$ cat config.mk
export PLATFORM = sky130hd
export DESIGN_NAME = dff_share_arbiter
export DESIGN_NICKNAME = d
export VERILOG_FILES = /design/src/rtl/dff_share_arbiter.sv
export SDC_FILE = /design/constraint.sdc
export NUM_CORES = 1
export LEC_CHECK = 0
export CAP_MARGIN = 20
export CORE_MARGIN = 4
export CORE_UTILIZATION = 30
export DETAILED_ROUTE_END_ITERATION = 7
export PLACE_DENSITY_LB_ADDON = 0.05
export SYNTH_ARGS = -nofsm -noshare
export SYNTH_HDL_FRONTEND = slang
export SYNTH_SLANG_ARGS = --single-unit
$ cat constraint.sdc
create_clock -name clk -period 2.9 [get_ports clk]
set_clock_uncertainty 0.05 [all_clocks]
set_input_delay 0.58 -clock clk [delete_from_list [all_inputs] [get_ports clk]]
set_output_delay 0.58 -clock clk [all_outputs]
set_load 0.01 [all_outputs]
$ cat src/rtl/dff_share_arbiter.sv
// Purpose : round-robin arbiter sharing one WIDTH-bit register (q) among N writers, with bounded lock bursts.
// Latency : req sampled at edge k -> gnt after k; the granted write lands in q at edge k+1.
// Backpr. : losers simply keep req high; a locked owner keeps the grant for at most MAX_HOLD writes.
//
// Ports:
//   clk, rst_n   rising-edge clock, synchronous active-low reset
//   req, lock    per-requester write request / burst lock (lock only counts for the current owner)
//   wdata        requester i data on bits [i*WIDTH +: WIDTH]
//   gnt          registered one-hot grant (zero when idle); gnt_valid = |gnt
//   gnt_id       index of granted requester, holds last value while idle
//   q            shared register contents
//   wr_cnt       count of completed writes, wraps at 16 bits
module dff_share_arbiter #(
  parameter int                 N         = 4,
  parameter int                 WIDTH     = 8,
  parameter int                 MAX_HOLD  = 4,
  parameter logic [WIDTH-1:0]   RESET_VAL = '0
) (
  input  logic                    clk,
  input  logic                    rst_n,
  input  logic [N-1:0]            req,
  input  logic [N-1:0]            lock,
  input  logic [N*WIDTH-1:0]      wdata,
  output logic [N-1:0]            gnt,
  output logic                    gnt_valid,
  output logic [$clog2(N)-1:0]    gnt_id,
  output logic [WIDTH-1:0]        q,
  output logic [15:0]             wr_cnt
);

  localparam int IDW = $clog2(N);
  // hold_cnt needs at least one bit even when MAX_HOLD=1
  localparam int HW  = (MAX_HOLD > 1) ? $clog2(MAX_HOLD) : 1;

  logic [IDW-1:0] ptr, ptr_nxt;
  logic [HW-1:0]  hold_cnt, hold_nxt;
  logic [N-1:0]   gnt_nxt;
  logic [IDW-1:0] gnt_id_nxt;
  logic [IDW-1:0] win;
  logic           found;
  logic           wr_en;
  logic           keep;

  // (base + off) mod N without relying on N being a power of two
  function automatic logic [IDW-1:0] wrap_idx(input logic [IDW-1:0] base, input int off);
    int s;
    s = int'(base) + off;
    if (s >= N) s = s - N;
    return IDW'(s);
  endfunction

  assign gnt_valid = |gnt;

  always_comb begin
    wr_en      = |(gnt & req);
    keep       = 1'b0;
    found      = 1'b0;
    win        = '0;
    gnt_nxt    = '0;
    gnt_id_nxt = gnt_id;
    ptr_nxt    = ptr;
    hold_nxt   = '0;

    // gnt is one-hot, so gnt_id names the owner whenever wr_en is set
    if (wr_en && lock[gnt_id] && (int'(hold_cnt) < MAX_HOLD - 1)) begin
      keep = 1'b1;
    end

    // first asserted request at or after ptr, wrapping
    for (int k = 0; k < N; k++) begin
      if (!found && req[wrap_idx(ptr, k)]) begin
        found = 1'b1;
        win   = wrap_idx(ptr, k);
      end
    end

    if (keep) begin
      gnt_nxt  = gnt;
      hold_nxt = hold_cnt + HW'(1);
    end else if (found) begin
      gnt_nxt    = N'(1) << win;
      gnt_id_nxt = win;
      ptr_nxt    = (win == IDW'(N - 1)) ? '0 : win + IDW'(1);
    end
  end

  always_ff @(posedge clk) begin
    if (!rst_n) begin
      gnt      <= '0;
      gnt_id   <= '0;
      ptr      <= '0;
      hold_cnt <= '0;
      q        <= RESET_VAL;
      wr_cnt   <= '0;
    end else begin
      gnt      <= gnt_nxt;
      gnt_id   <= gnt_id_nxt;
      ptr      <= ptr_nxt;
      hold_cnt <= hold_nxt;
      if (wr_en) begin
        q      <= wdata[int'(gnt_id)*WIDTH +: WIDTH];
        wr_cnt <= wr_cnt + 16'd1;
      end
    end
  end

endmodule

# --- After elaboration in Yosys (flattened, before gate mapping) ---
# Cells that the tools add are included.
totals:
  out_inout_bits: 31
  wordCells: 68
  ff_bits: 34
  input_bits: 42
op_classes:
  n_reduce_logical: 12
  order_cmp: 10
  muxes: 25
  n_bitwise: 2
  n_addsub: 10
  shift: 2
  n_eq_ne: 1
op_table:
  columns: ["cell", "count"]
  rows:
  - ["$shiftx 32x6->8", 1]
  - ["$mux 2", 9]
  - ["$add 16x1->16 const B", 1]
  - ["$lt 2x3->1 const B", 5]
  - ["$bmux 1 s2", 5]
  - ["$mux 1", 10]
  - ["$ge 3x3->1 const B", 3]
  - ["$reduce_or 4->1", 2]
  - ["$sub 2x1->2 const B", 4]
  - ["$add 2x2->3 const B", 2]
  - ["$logic_and 1x1->1", 5]
  - ["$add 2x1->2 const B", 2]
  - ["$and 4x4->4", 1]
  - ["$mux 4", 1]
  - ["$reduce_and 2->1", 2]
  - ["$shl 1x2->4 const A", 1]
  - ["$add 2x1->3 const B", 1]
  - ["$ge 2x3->1 const B", 1]
  - ["$logic_not 1->1", 3]
  - ["$eq 2x2->1 const B", 1]
  - ["$lt 2x2->1 const B", 1]
  - ["$not 1->1", 1]

# --- Longest topological paths before layout ---
# Gate-level depths: netlist (run 1).
depth:
  ltp_word: 16
  ltp_mapped: 7
  ltp_nobuf: 7

# --- Least setup slack after synthesis (run 1) ---
# No wires, ideal clock.
synth_timing:
  path_type: "input to register"
  startpoint: "input req[2]"
  endpoint: "register ptr[1]"
  path_stages: 7
  setup_time_ps: 132
  required_ps: 2718
  slack_ps: 982
  t_arrival_ps: 1736
  n_path_buf: 0
  cell_sequence: "nor2b_1 > a21boi_0 > o32ai_1 > inv_1 > ha_1 > nand3_1 > a21oi_1"
synth_between:
  elab_chain_cells: 14
  word_cells_on_any_way: 32
  classes_between: "1 x add/sub; 1 x eq/ne; 18 x mux; 2 x bitwise; 10 x reduce/logical"
synth_lines:
  columns: ["element", "line_no", "rtl"]
  rows:
  - ["from (decl)", "21", "input logic [N-1:0] req,"]
  - ["$bmux 1 s2", "71", "if (!found && req[wrap_idx(ptr, k)]) begin"]
  - ["$mux 1 (implied by the code)", "71", null]
  - ["$mux 1", "71", null]
  - ["$logic_not 1->1", "71", null]
  - ["$logic_and 1x1->1", "71", null]
  - ["$mux 1", "71", null]
  - ["$logic_not 1->1", "71", null]
  - ["$logic_and 1x1->1", "71", null]
  - ["$mux 1", "71", null]
  - ["$logic_not 1->1", "71", null]
  - ["$logic_and 1x1->1", "71", null]
  - ["$mux 2 (*)", "71", null]
  - ["net win[1]", "39", "logic [IDW-1:0] win;"]
  - ["$add 2x1->2 or $eq 2x2->1 (tied branches)", "83", "ptr_nxt = (win == IDW'(N - 1)) ? '0 : win + IDW'(1);"]
  - ["$mux 2 (*)", "83", null]
  - ["to (signal assigned)", "98", "ptr <= ptr_nxt;"]
  - ["to (decl)", "35", "logic [IDW-1:0] ptr, ptr_nxt;"]
# Mark *: on every way through the listed nets, which the timed path passes. The rest lies on a longest branch. The select of a mux whose other input is x is not followed.
# A chain may end at the register's enable or synchronous reset.

# --- Final worst setup path (run 1) ---
layout_timing:
  startpoint: "register gnt[0]"
  endpoint: "output gnt_valid"
layout_between:
  elab_chain_cells: 1
layout_lines:
  columns: ["element", "line_no", "rtl"]
  rows:
  - ["from (decl)", "24", "output logic [N-1:0] gnt,"]
  - ["from (signal assigned)", "96", "gnt <= gnt_nxt;"]
  - ["$reduce_or 4->1", "52", "assign gnt_valid = |gnt;"]
  - ["to (decl)", "25", "output logic gnt_valid,"]
# No other way between the ends.

==> results of run 1 <==
area by class of cell:
cell class                 count  area (sq um)
timing repair buffer          77           758
fill                         599          3170
tap                           75          93.8
clock buffer                   5          68.8
inverter                       5          18.8
sequential                    34           681
multi-input combinational    148          1080
clock inverter                 2          10.0
final timing paths:
check	end	slack, ps	cells after the start
max	gnt_valid	630	2
min	hold_cnt[0]	380	1
max reg2reg	gnt[2]	1040	4
min reg2reg	hold_cnt[0]	380	1
power by group through the flow:
stage | Clock [uW] | Sequential [uW] | Combinational, uW
after floorplan | 0 | 647 | 373
after global placement | 0 | 656 | 681
after detailed placement | 0 | 655 | 679
after CTS | 342 | 645 | 683
after global routing | 359 | 660 | 741
final | 327 | 642 | 674
stage by stage:
| stage | util | hold WS (ps) | cell area (sq um) |
|---|---|---|---|
| 2_1_floorplan | - | 358 | 1810 |
| 4_1_cts | 0.461 | 383 | 2720 |
| 6_report | 0.461 | 382 | 2720 |
| 3_5_place_dp | 0.448 | 373 | 2640 |
| 5_1_grt | 0.461 | 403 | 2720 |
| 3_3_place_gp | 0.448 | 375 | 2640 |
sequential cells by signal, summed over array words and instances, names as in the netlist:
register and cells:
gnt 4, q 8, hold_cnt 2, wr_cnt 16
gnt_id 2, ptr 2
routing by layer:
metal  vias up  wire length (um)  global-route usage
li1        881                 -                   -
met1       796              2270               0.185
met2        41              2340               0.218
met3         5               234              0.0317
met4         0                39              0.0432
met5         -                 0                   0
cells by family after synthesis:
logic type | share of synthesized area
flops | 0.376
compound gates | 0.201
fa+ha+maj | 0.0414
mux | 0.124
buf+inv | 0.0255
simple gates | 0.194
xor+xnor | 0.0387
cells in the mapped netlist (2+ instances only):
library cell and n:
sky130_fd_sc_hd__dfxtp_1 34, sky130_fd_sc_hd__nand2_1 26, sky130_fd_sc_hd__a21oi_1 18, sky130_fd_sc_hd__nor2_1 13
sky130_fd_sc_hd__o21ai_0 9, sky130_fd_sc_hd__nand3_1 8, sky130_fd_sc_hd__ha_1 6, sky130_fd_sc_hd__mux4_2 6
sky130_fd_sc_hd__xnor2_1 6, sky130_fd_sc_hd__or3_1 5, sky130_fd_sc_hd__a32o_1 4, sky130_fd_sc_hd__inv_1 4
sky130_fd_sc_hd__nand4_1 4, sky130_fd_sc_hd__nor2b_1 4, sky130_fd_sc_hd__and3_1 3, sky130_fd_sc_hd__clkbuf_1 3
sky130_fd_sc_hd__mux4_1 3, sky130_fd_sc_hd__o211ai_1 3, sky130_fd_sc_hd__a211oi_1 2, sky130_fd_sc_hd__a22o_2 2
sky130_fd_sc_hd__and2_1 2, sky130_fd_sc_hd__nor4_1 2, sky130_fd_sc_hd__or4_1 2, sky130_fd_sc_hd__xor2_1 2
==> key figures, run 1 <==
Yosys
  – Gate count of the mapped netlist: 192
  – Post-synth ARST share: 0
  – Register area share after synthesis: 0.376
  – Number of enable-type register cells in the synthesized netlist: 0
  – Leading cell types by total area after synthesis: sky130_fd_sc_hd__dfxtp_1 (38%), sky130_fd_sc_hd__mux4_2 (7.5%), sky130_fd_sc_hd__nand2_1 (5.4%)
  – Count of unique library cells instantiated by Yosys: 45
  – Count of synthesis-stage warnings from yosys: 0
  – Synthesized Nets: 240
  – Cell Area, Synth: around 1800 sq um
  – Seq cells post-synth: 34
  – Yosys top cell area share: 0.376
  – Average size of a mapped cell: 9.44 sq um
  – Largest area contributor in the netlist: sky130_fd_sc_hd__dfxtp_1
  – Most frequently used flop master after synthesis: sky130_fd_sc_hd__dfxtp_1

Setup path
  – Top cell family by delay on the critical path: simple AND/OR/NAND/NOR gates
  – Arrival time reported for the critical path endpoint: 1640 ps
  – Type of element capturing the critical path: output port
  – Number of buffers and inverters on the critical path: 1
  – CP Data Required Time: about 2300 ps
  – Critical Path Source: gnt[0]
  – Highest fanout seen on the critical path: 5
  – Setup Crit Path Kind: register to output port
  – Critical path's slowest cell: sky130_fd_sc_hd__or4_1
  – RR Startpoint: gnt_id[0]
  – Startpoint type of the worst setup path: register
  – Slowest cell delay on critical path: 500 ps
  – Cell-by-cell listing of the critical path: or4_1 -> clkdlybuf4s50_1

Placed design
  – Final RePlAce weighted congestion: 0.895
  – Worst setup timing slack at the placement stage: 418 ps
  – Port bufs: 72
  – Sum of net half-perimeters after detailed placement: 3840 um
  – Placed cell count: 339

Die
  – Initial core utilization: 0.308
  – Vert. Die Dim: 85.7 um
  – Number of cell rows: 28
  – Core Footprint: 5890 sq um
  – Area of the die: 7350 sq um
  – Horiz. Die Dim: around 86 um
  – Ports placed on the boundary: 73

GRT
  – Vias in the first global route: 1690
  – Grt total ovfl: 0
  – Maximum number of pins on one net before global-route repair: 16
  – Wire length of the first global-routing pass: 8070 um
  – Initial antenna violation count: 0
  – All-layer global routing usage: 0.137

Clock network
  – Cells resized by post-CTS repair: 0
  – Cts hold-fix bufs: 0
  – Root Buffer Master: sky130_fd_sc_hd__clkbuf_8
  – Clk buf depth: 2
  – Clock transition at the registers of the reported paths: around 70 ps
  – CTS H-Tree Depth: 2
  – Buffers inserted by post-CTS timing repair: 0
  – Total clock buffers created by CTS: 5
  – TritonCTS clock tree: yes
  – Count of clock tree sinks: 34
  – Worst skew pair latency: 280 ps

Routing
  – Wire length per cell: approximately 14 um
  – Routed Wire Length: 4880 um
  – Via-per-instance ratio: approximately 5
  – Routed Antenna Nets: 0
  – Number of iterations in the first detailed-routing pass: 4
  – Number of violations reported at the end of detailed-routing iteration 0: 79
  – Remaining DRCs: 0
  – Vias after detailed routing: around 1700

Layout
  – Most common cell after layout, fill and taps aside: sky130_fd_sc_hd__clkdlybuf4s50_1
  – Area grow syn2layout: 49.9%
  – Net count, final: 319
  – Number of antenna repair diodes: 0
  – Commonest non-fill, non-tap cells in the layout: sky130_fd_sc_hd__clkdlybuf4s50_1 (72), sky130_fd_sc_hd__dfxtp_1 (34), sky130_fd_sc_hd__nand2_1 (26)
  – Number of standard cells in the layout, taps in and fillers out: approximately 350
  – Fraction of layout instances using a drive strength above 1: 0.0959

Timing
  – TNS Setup: 0 ps
  – Tightest Pin Transition: around 580 ps
  – Slew margin rel.: 0.610
  – Maximum clock rate: 441 MHz
  – RSZ-0062 raised after global routing: no
  – Final count of negative-setup-slack endpoints: 0
  – Endpoints failing hold: 0
  – Minimum setup slack in the final design: 632 ps
  – Pins over their slew limit: 0
  – Tmin final: approximately 2300 ps
  – Period utilization: 0.782

Pwr
  – Worst-case vdd ir drop: between 0.0002 and 0.00025 V
  – Total Power Consumption: ~1600 uW
  – Total power divided by cell area: ~610 nW/um^2
  – Psw: 557 uW
  – Static leakage power: roughly 0.00093 uW
  – Clock group share of total power: 0.199
  – Combinational share of power: 0.410
  – Pint: about 1100 uW
  – Sw Ratio: 0.339
  – Portion of total power attributed to sequential cells: 0.391

Run status
  – Run status: finished clean

Worst hold path
  – Worst min-delay path startpoint: hold_cnt[0]
  – Worst min-delay path class: register to register

Job
  – Max-capacitance violation count: 0
No activity file was read; power rests on OpenSTA's default activity.
==> run 2: changes to the inputs <==
==> constraint.sdc (replaced) <==
create_clock -name clk -period 2.2 [get_ports clk]
set_clock_uncertainty 0.05 [all_clocks]
set_input_delay 0.44 -clock clk [delete_from_list [all_inputs] [get_ports clk]]
set_output_delay 0.44 -clock clk [all_outputs]
set_load 0.01 [all_outputs]
==> key figures, run 2 (synthesized netlist as in run 1, its figures left out) <==
Run status
  – Run status: finished clean

GRT
  – Wire length of the first global-routing pass: 8340 um (+3.4%)
  – Initial antenna violation count: 0 (unchanged)
  – Maximum number of pins on one net before global-route repair: 18 (+2)
  – All-layer global routing usage: 0.143 (+0.00545)
  – Vias in the first global route: 1705 (+0.89%)
  – Grt total ovfl: 0 (unchanged)

Setup path
  – Highest fanout seen on the critical path: 6 (+1)
  – Setup Crit Path Kind: input port to register
  – Type of element capturing the critical path: register
  – Cell-by-cell listing of the critical path: clkdlybuf4s50_1 -> nor2b_1 -> o21bai_1 -> and3_1 -> and2_1 -> ha_1 -> nand3_1 -> a21oi_1
  – Slowest cell delay on critical path: 560 ps (+60 ps)
  – Startpoint type of the worst setup path: input port
  – Arrival time reported for the critical path endpoint: 2140 ps (+500 ps)
  – CP Data Required Time: 2310 ps (+40 ps)
  – Critical path's slowest cell: sky130_fd_sc_hd__clkdlybuf4s50_1

Layout
  – Number of standard cells in the layout, taps in and fillers out: 363 (+4.9%)
  – Number of antenna repair diodes: 0 (unchanged)
  – Net count, final: 335 (+5.0%)
  – Commonest non-fill, non-tap cells in the layout: sky130_fd_sc_hd__clkdlybuf4s50_1 (71), sky130_fd_sc_hd__dfxtp_1 (34), sky130_fd_sc_hd__nand2_1 (26)
  – Max FFs per register: 16 (unchanged)
  – Most flop-heavy register: wr_cnt
  – Area grow syn2layout: 58.1%
  – Most common cell after layout, fill and taps aside: sky130_fd_sc_hd__clkdlybuf4s50_1
  – Fraction of layout instances using a drive strength above 1: 0.142 (+0.0464)
  – Final core utilization: 0.487 (+0.0255)
  – Largest registers: wr_cnt: 16 flops, q: 8 flops, gnt: 4 flops

Timing
  – RSZ-0062 raised after global routing: no
  – TNS Setup: 0 ps (unchanged)
  – Tightest Pin Transition: 429 ps (-156 ps)
  – Final count of negative-setup-slack endpoints: 0 (unchanged)
  – Maximum clock rate: 493 MHz
  – Tmin final: 2030 ps
  – Period utilization: 0.922
  – Slew margin rel.: 0.714 (+0.104)
  – Endpoints failing hold: 0 (unchanged)
  – Pins over their slew limit: 0 (unchanged)

Clock network
  – Clk buf depth: 2 (unchanged)
  – Count of clock tree sinks: 34 (unchanged)
  – Worst skew pair latency: 280 ps (about the same)
  – Clock transition at the registers of the reported paths: 70 ps (about the same)
  – TritonCTS clock tree: yes
  – CTS H-Tree Depth: 2 (unchanged)
  – Root Buffer Master: sky130_fd_sc_hd__clkbuf_8
  – Total clock buffers created by CTS: 5 (unchanged)
  – Buffers inserted by post-CTS timing repair: 0 (unchanged)

Routing
  – Via-per-instance ratio: 4.86 (-2.4%)
  – Remaining DRCs: 0 (unchanged)
  – Routed Antenna Nets: 0 (unchanged)
  – Wire length per cell: 13.7 um (-2.7%)
  – Number of violations reported at the end of detailed-routing iteration 0: 52 (-34%)
  – Vias after detailed routing: 1765 (+2.4%)
  – Routed Wire Length: 4990 um (+2.1%)
  – Number of iterations in the first detailed-routing pass: 4 (unchanged)

Die
  – Area of the die: 7350 sq um (unchanged)
  – Ports placed on the boundary: 73 (unchanged)
  – Vert. Die Dim: 85.7 um (unchanged)
  – Horiz. Die Dim: 85.7 um (unchanged)
  – Initial core utilization: 0.308 (unchanged)
  – Core Footprint: 5890 sq um (unchanged)
  – Number of cell rows: 28 (unchanged)

Placed design
  – Port bufs: 72 (unchanged)
  – Placed cell count: 355 (+4.7%)
  – Sum of net half-perimeters after detailed placement: 4000 um (+4.0%)
  – Final RePlAce weighted congestion: 0.853 (-4.6%)

Pwr
  – Total Power Consumption: 2350 uW (+43%)
  – Worst-case vdd ir drop: 0.000334 V (+37%)
  – Static leakage power: 0.00103 uW (+10%)
  – Total power divided by cell area: 822 nW/um^2 (+36%)

Job
  – Max-capacitance violation count: 0 (unchanged)

Worst hold path
  – Worst min-delay path class: register to register
==> run 2: metal layers <==
layer | vias up | part of all wire | track usage
li1 | 913 | - | -
met1 | 804 | 0.46 | 0.194
met2 | 40 | 0.47 | 0.220
met3 | 8 | 0.050 | 0.0355
met4 | 0 | 0.014 | 0.0518
met5 | - | 0 | 0
==> run 2: report_power, final <==
group / internal (uW) / switching [uW] / total, uW
registers: 721 / 103 / 824
logic: 550 / 427 / 977
clock network: 339 / 215 / 554
==> run 2: what timing repair did <==
action,in CTS,in global routing
hold buffers,0,0
setup endpoints to repair,0,1
hold endpoints to repair,0,0
resized for setup,0,1
==> run 2: critical path, delay by kind of cell <==
kind,cells,cell delay (ps)
AND/OR/NAND/NOR,4,680
AO/OA/AOI/OAI,2,160
buffers and inverters,1,560
adder cells (fa/ha/maj),1,290
==> run 2: path summary, 6_finish.rpt <==
path          startpoint          end  slack, ps  cells past startpoint
max               req[0]       ptr[1]        170                      8
min          hold_cnt[0]  hold_cnt[0]        370                      1
max reg2reg    wr_cnt[0]   wr_cnt[14]        570                      5
min reg2reg  hold_cnt[0]  hold_cnt[0]        370                      1
==> run 2: area by class of cell <==
type / count / area, sq um
Timing Repair Buffer: 93 / 881
Sequential cell: 34 / 681
Inverter: 5 / 18.8
Clock inverter: 1 / 30.0
Multi-Input combinational cell: 148 / 1080
Fill cell: 549 / 3020
Tap cell: 75 / 93.8
Clock buffer: 7 / 76.3
==> run 2: per-stage QoR <==
stage | cell area (sq um) | hold slack, ps | worst slack, ps
4_1_cts | 2860 | 379 | 53.1
3_3_place_gp | 2760 | 370 | -66.9
2_1_floorplan | 1810 | 358 | 422
3_5_place_dp | 2760 | 370 | -97.1
5_1_grt | 2870 | 417 | 43.9
6_report | 2870 | 373 | 172
==> run 3: changes to the inputs <==
--- a/config.mk
+++ b/config.mk
@@ -6,6 +6,7 @@
 export NUM_CORES = 1
 export LEC_CHECK = 0
 export CAP_MARGIN = 20
+export CORE_ASPECT_RATIO = 1.1
 export CORE_MARGIN = 4
 export CORE_UTILIZATION = 30
 export DETAILED_ROUTE_END_ITERATION = 7
==> constraint.sdc (replaced) <==
create_clock -name clk -period 2.2 [get_ports clk]
set_clock_uncertainty 0.05 [all_clocks]
set_input_delay 0.44 -clock clk [delete_from_list [all_inputs] [get_ports clk]]
set_output_delay 0.44 -clock clk [all_outputs]
set_load 0.1 [all_outputs]
==> key figures, run 3 (synthesized netlist as in run 1, its figures left out) <==
Clock network
  – Cells resized by post-CTS repair: 0 (unchanged)
  – TritonCTS clock tree: yes
  – CTS H-Tree Depth: 2 (unchanged)
  – Total clock buffers created by CTS: 5 (unchanged)
  – Count of clock tree sinks: 34 (unchanged)
  – Worst skew pair latency: 280 ps (about the same)
  – Cts hold-fix bufs: 0 (unchanged)
  – Buffers inserted by post-CTS timing repair: 0 (unchanged)
  – Clock transition at the registers of the reported paths: 70 ps (about the same)
  – Root Buffer Master: sky130_fd_sc_hd__clkbuf_8
  – Clk buf depth: 2 (unchanged)

Setup path
  – Arrival time reported for the critical path endpoint: 2140 ps (about the same)
  – Worst Reg2Reg Path Length in Cells: 7 (+2)
  – Highest fanout seen on the critical path: 5 (-1)
  – Capture instance of the worst register-to-register path: ptr[1]
  – Register-to-register setup slack: 610 ps (+40 ps)
  – RR Startpoint: ptr[0]
  – Type of element capturing the critical path: register
  – Setup Crit Path Kind: input port to register
  – Startpoint type of the worst setup path: input port
  – CP Data Required Time: 2310 ps (about the same)
  – Critical Path Source: req[2]

Layout
  – Most common cell after layout, fill and taps aside: sky130_fd_sc_hd__buf_4
  – Number of standard cells in the layout, taps in and fillers out: 367 (+1.1%)
  – Max FFs per register: 16 (unchanged)
  – Count of fill cells added during filler insertion: 572 (+4.2%)
  – Fraction of layout instances using a drive strength above 1: 0.283 (+0.140)
  – Most flop-heavy register: wr_cnt
  – Commonest non-fill, non-tap cells in the layout: sky130_fd_sc_hd__buf_4 (52), sky130_fd_sc_hd__clkdlybuf4s50_1 (41), sky130_fd_sc_hd__dfxtp_1 (27)
  – Largest registers: wr_cnt: 16 flops, q: 8 flops, gnt: 4 flops
  – Post-route cell area: 2820 sq um (-1.5%)
  – Net count, final: 337 (+0.60%)
  – Area grow syn2layout: 55.7%
  – Number of antenna repair diodes: 0 (unchanged)

Routing
  – Wire length per cell: 13.7 um (-0.49%)
  – Remaining DRCs: 0 (unchanged)
  – Vias after detailed routing: 1807 (+2.4%)
  – Number of violations reported at the end of detailed-routing iteration 0: 68 (+31%)
  – Routed Wire Length: 5020 um (+0.60%)
  – Number of iterations in the first detailed-routing pass: 4 (unchanged)
  – Routed Antenna Nets: 0 (unchanged)
  – Via-per-instance ratio: 4.92 (+1.3%)

Placed design
  – Placed cell areas: 2730 sq um (-0.95%)
  – Final RePlAce weighted congestion: 0.794 (-7.0%)
  – Sum of net half-perimeters after detailed placement: 4080 um (+2.0%)
  – Placed cell count: 359 (+1.1%)
  – Port bufs: 72 (unchanged)

Pwr
  – Static leakage power: 0.00109 uW (+6.2%)
  – Total power divided by cell area: 1060 nW/um^2 (+29%)
  – Worst-case vdd ir drop: 0.000727 V (+120%)
  – Total Power Consumption: 3000 uW (+27%)

Timing
  – RSZ-0062 raised after global routing: no
  – Maximum clock rate: 492 MHz (-0.25%)
  – Pins over their slew limit: 0 (unchanged)
  – Period utilization: 0.924 (+0.00228)
  – Final-layout worst hold slack: 392 ps (+19.1 ps)
  – Slew margin rel.: 0.737 (+0.0224)
  – Endpoints failing hold: 0 (unchanged)
  – Final count of negative-setup-slack endpoints: 0 (unchanged)
  – Tightest Pin Transition: 395 ps (-33.6 ps)
  – TNS Setup: 0 ps (unchanged)
  – Tmin final: 2030 ps (+5.02 ps)

Die
  – Horiz. Die Dim: 82.1 um (-4.2%)
  – Initial core utilization: 0.312 (+0.00425)
  – Area of the die: 7350 sq um (about the same)
  – Core Footprint: 5810 sq um (-1.4%)
  – Vert. Die Dim: 89.5 um (+4.4%)
  – Ports placed on the boundary: 73 (unchanged)
  – Number of cell rows: 29 (+3.6%)

Run status
  – Run status: finished clean

Worst hold path
  – Worst Hold End: hold_cnt[0]
  – Worst min-delay path startpoint: hold_cnt[0]
  – Worst min-delay path class: register to register
  – Worst hold path cell count: 1 (unchanged)

GRT
  – Maximum number of pins on one net before global-route repair: 17 (-1)
  – Grt total ovfl: 0 (unchanged)
  – Initial antenna violation count: 0 (unchanged)
  – All-layer global routing usage: 0.143 (about the same)
  – Vias in the first global route: 1779 (+4.3%)
  – Wire length of the first global-routing pass: 8160 um (-2.2%)

Job
  – Max-capacitance violation count: 0 (unchanged)
run 3: cell count changes in the layout (fill, tap and decap cells not counted), sizes merged:
cell           previous run  this run
buf                      21        54
bufinv                    1         0
clkdlybuf4s50            71        41
clkinv                    0         1
dlymetal6s2s              1         0
run 3: critical path, stage by stage:
cell and delay, ps:
sky130_fd_sc_hd__clkdlybuf4s50_1 570, sky130_fd_sc_hd__nor2b_1 210, sky130_fd_sc_hd__o21ai_0 130, sky130_fd_sc_hd__and3_1 200, sky130_fd_sc_hd__and2_1 180, sky130_fd_sc_hd__ha_1 290, sky130_fd_sc_hd__nand3_1 60, sky130_fd_sc_hd__a21oi_1 60
run 3: routing by layer:
layer,track usage,vias up,share of wire
met5,0,-,0
met4,0.0227,0,0.0064
met3,0.0433,4,0.063
met2,0.245,43,0.49
met1,0.179,842,0.44
li1,-,918,-
run 3: cell type report:
class                      count  area (sq um)  area share
clock inverter                 1          5.00     0.00177
tap                           77          96.3      0.0341
multi-input combinational    148          1080       0.384
clock buffer                   7          86.3      0.0306
timing repair buffer          95           841       0.298
inverter                       5          18.8     0.00665
sequential                    34           689       0.244
run 3: report_power, final:
group	internal (uW)	switching [uW]
Clock	253	229
Sequential	729	104
Combinational	586	1100
Total	1570	1430
run 3: how the worst max path moves through the flow:
| stage | end | slack (ps) | depth (start not counted) |
|---|---|---|---|
| after CTS | ptr[1] | 180 | 8 |
| after global routing | ptr[1] | 70 | 8 |
| after detailed placement | ptr[1] | -120 | 8 |
| after floorplan | gnt_valid | -100 | 1 |
| after global placement | ptr[1] | -120 | 8 |
| final | ptr[1] | 170 | 8 |
run 3: stage by stage:
step            util  setup WS, ps
2_1_floorplan      -         -97.8
3_3_place_gp   0.470          -117
3_5_place_dp   0.470          -120
4_1_cts        0.486           182
5_1_grt        0.486          67.8
6_report       0.486           167
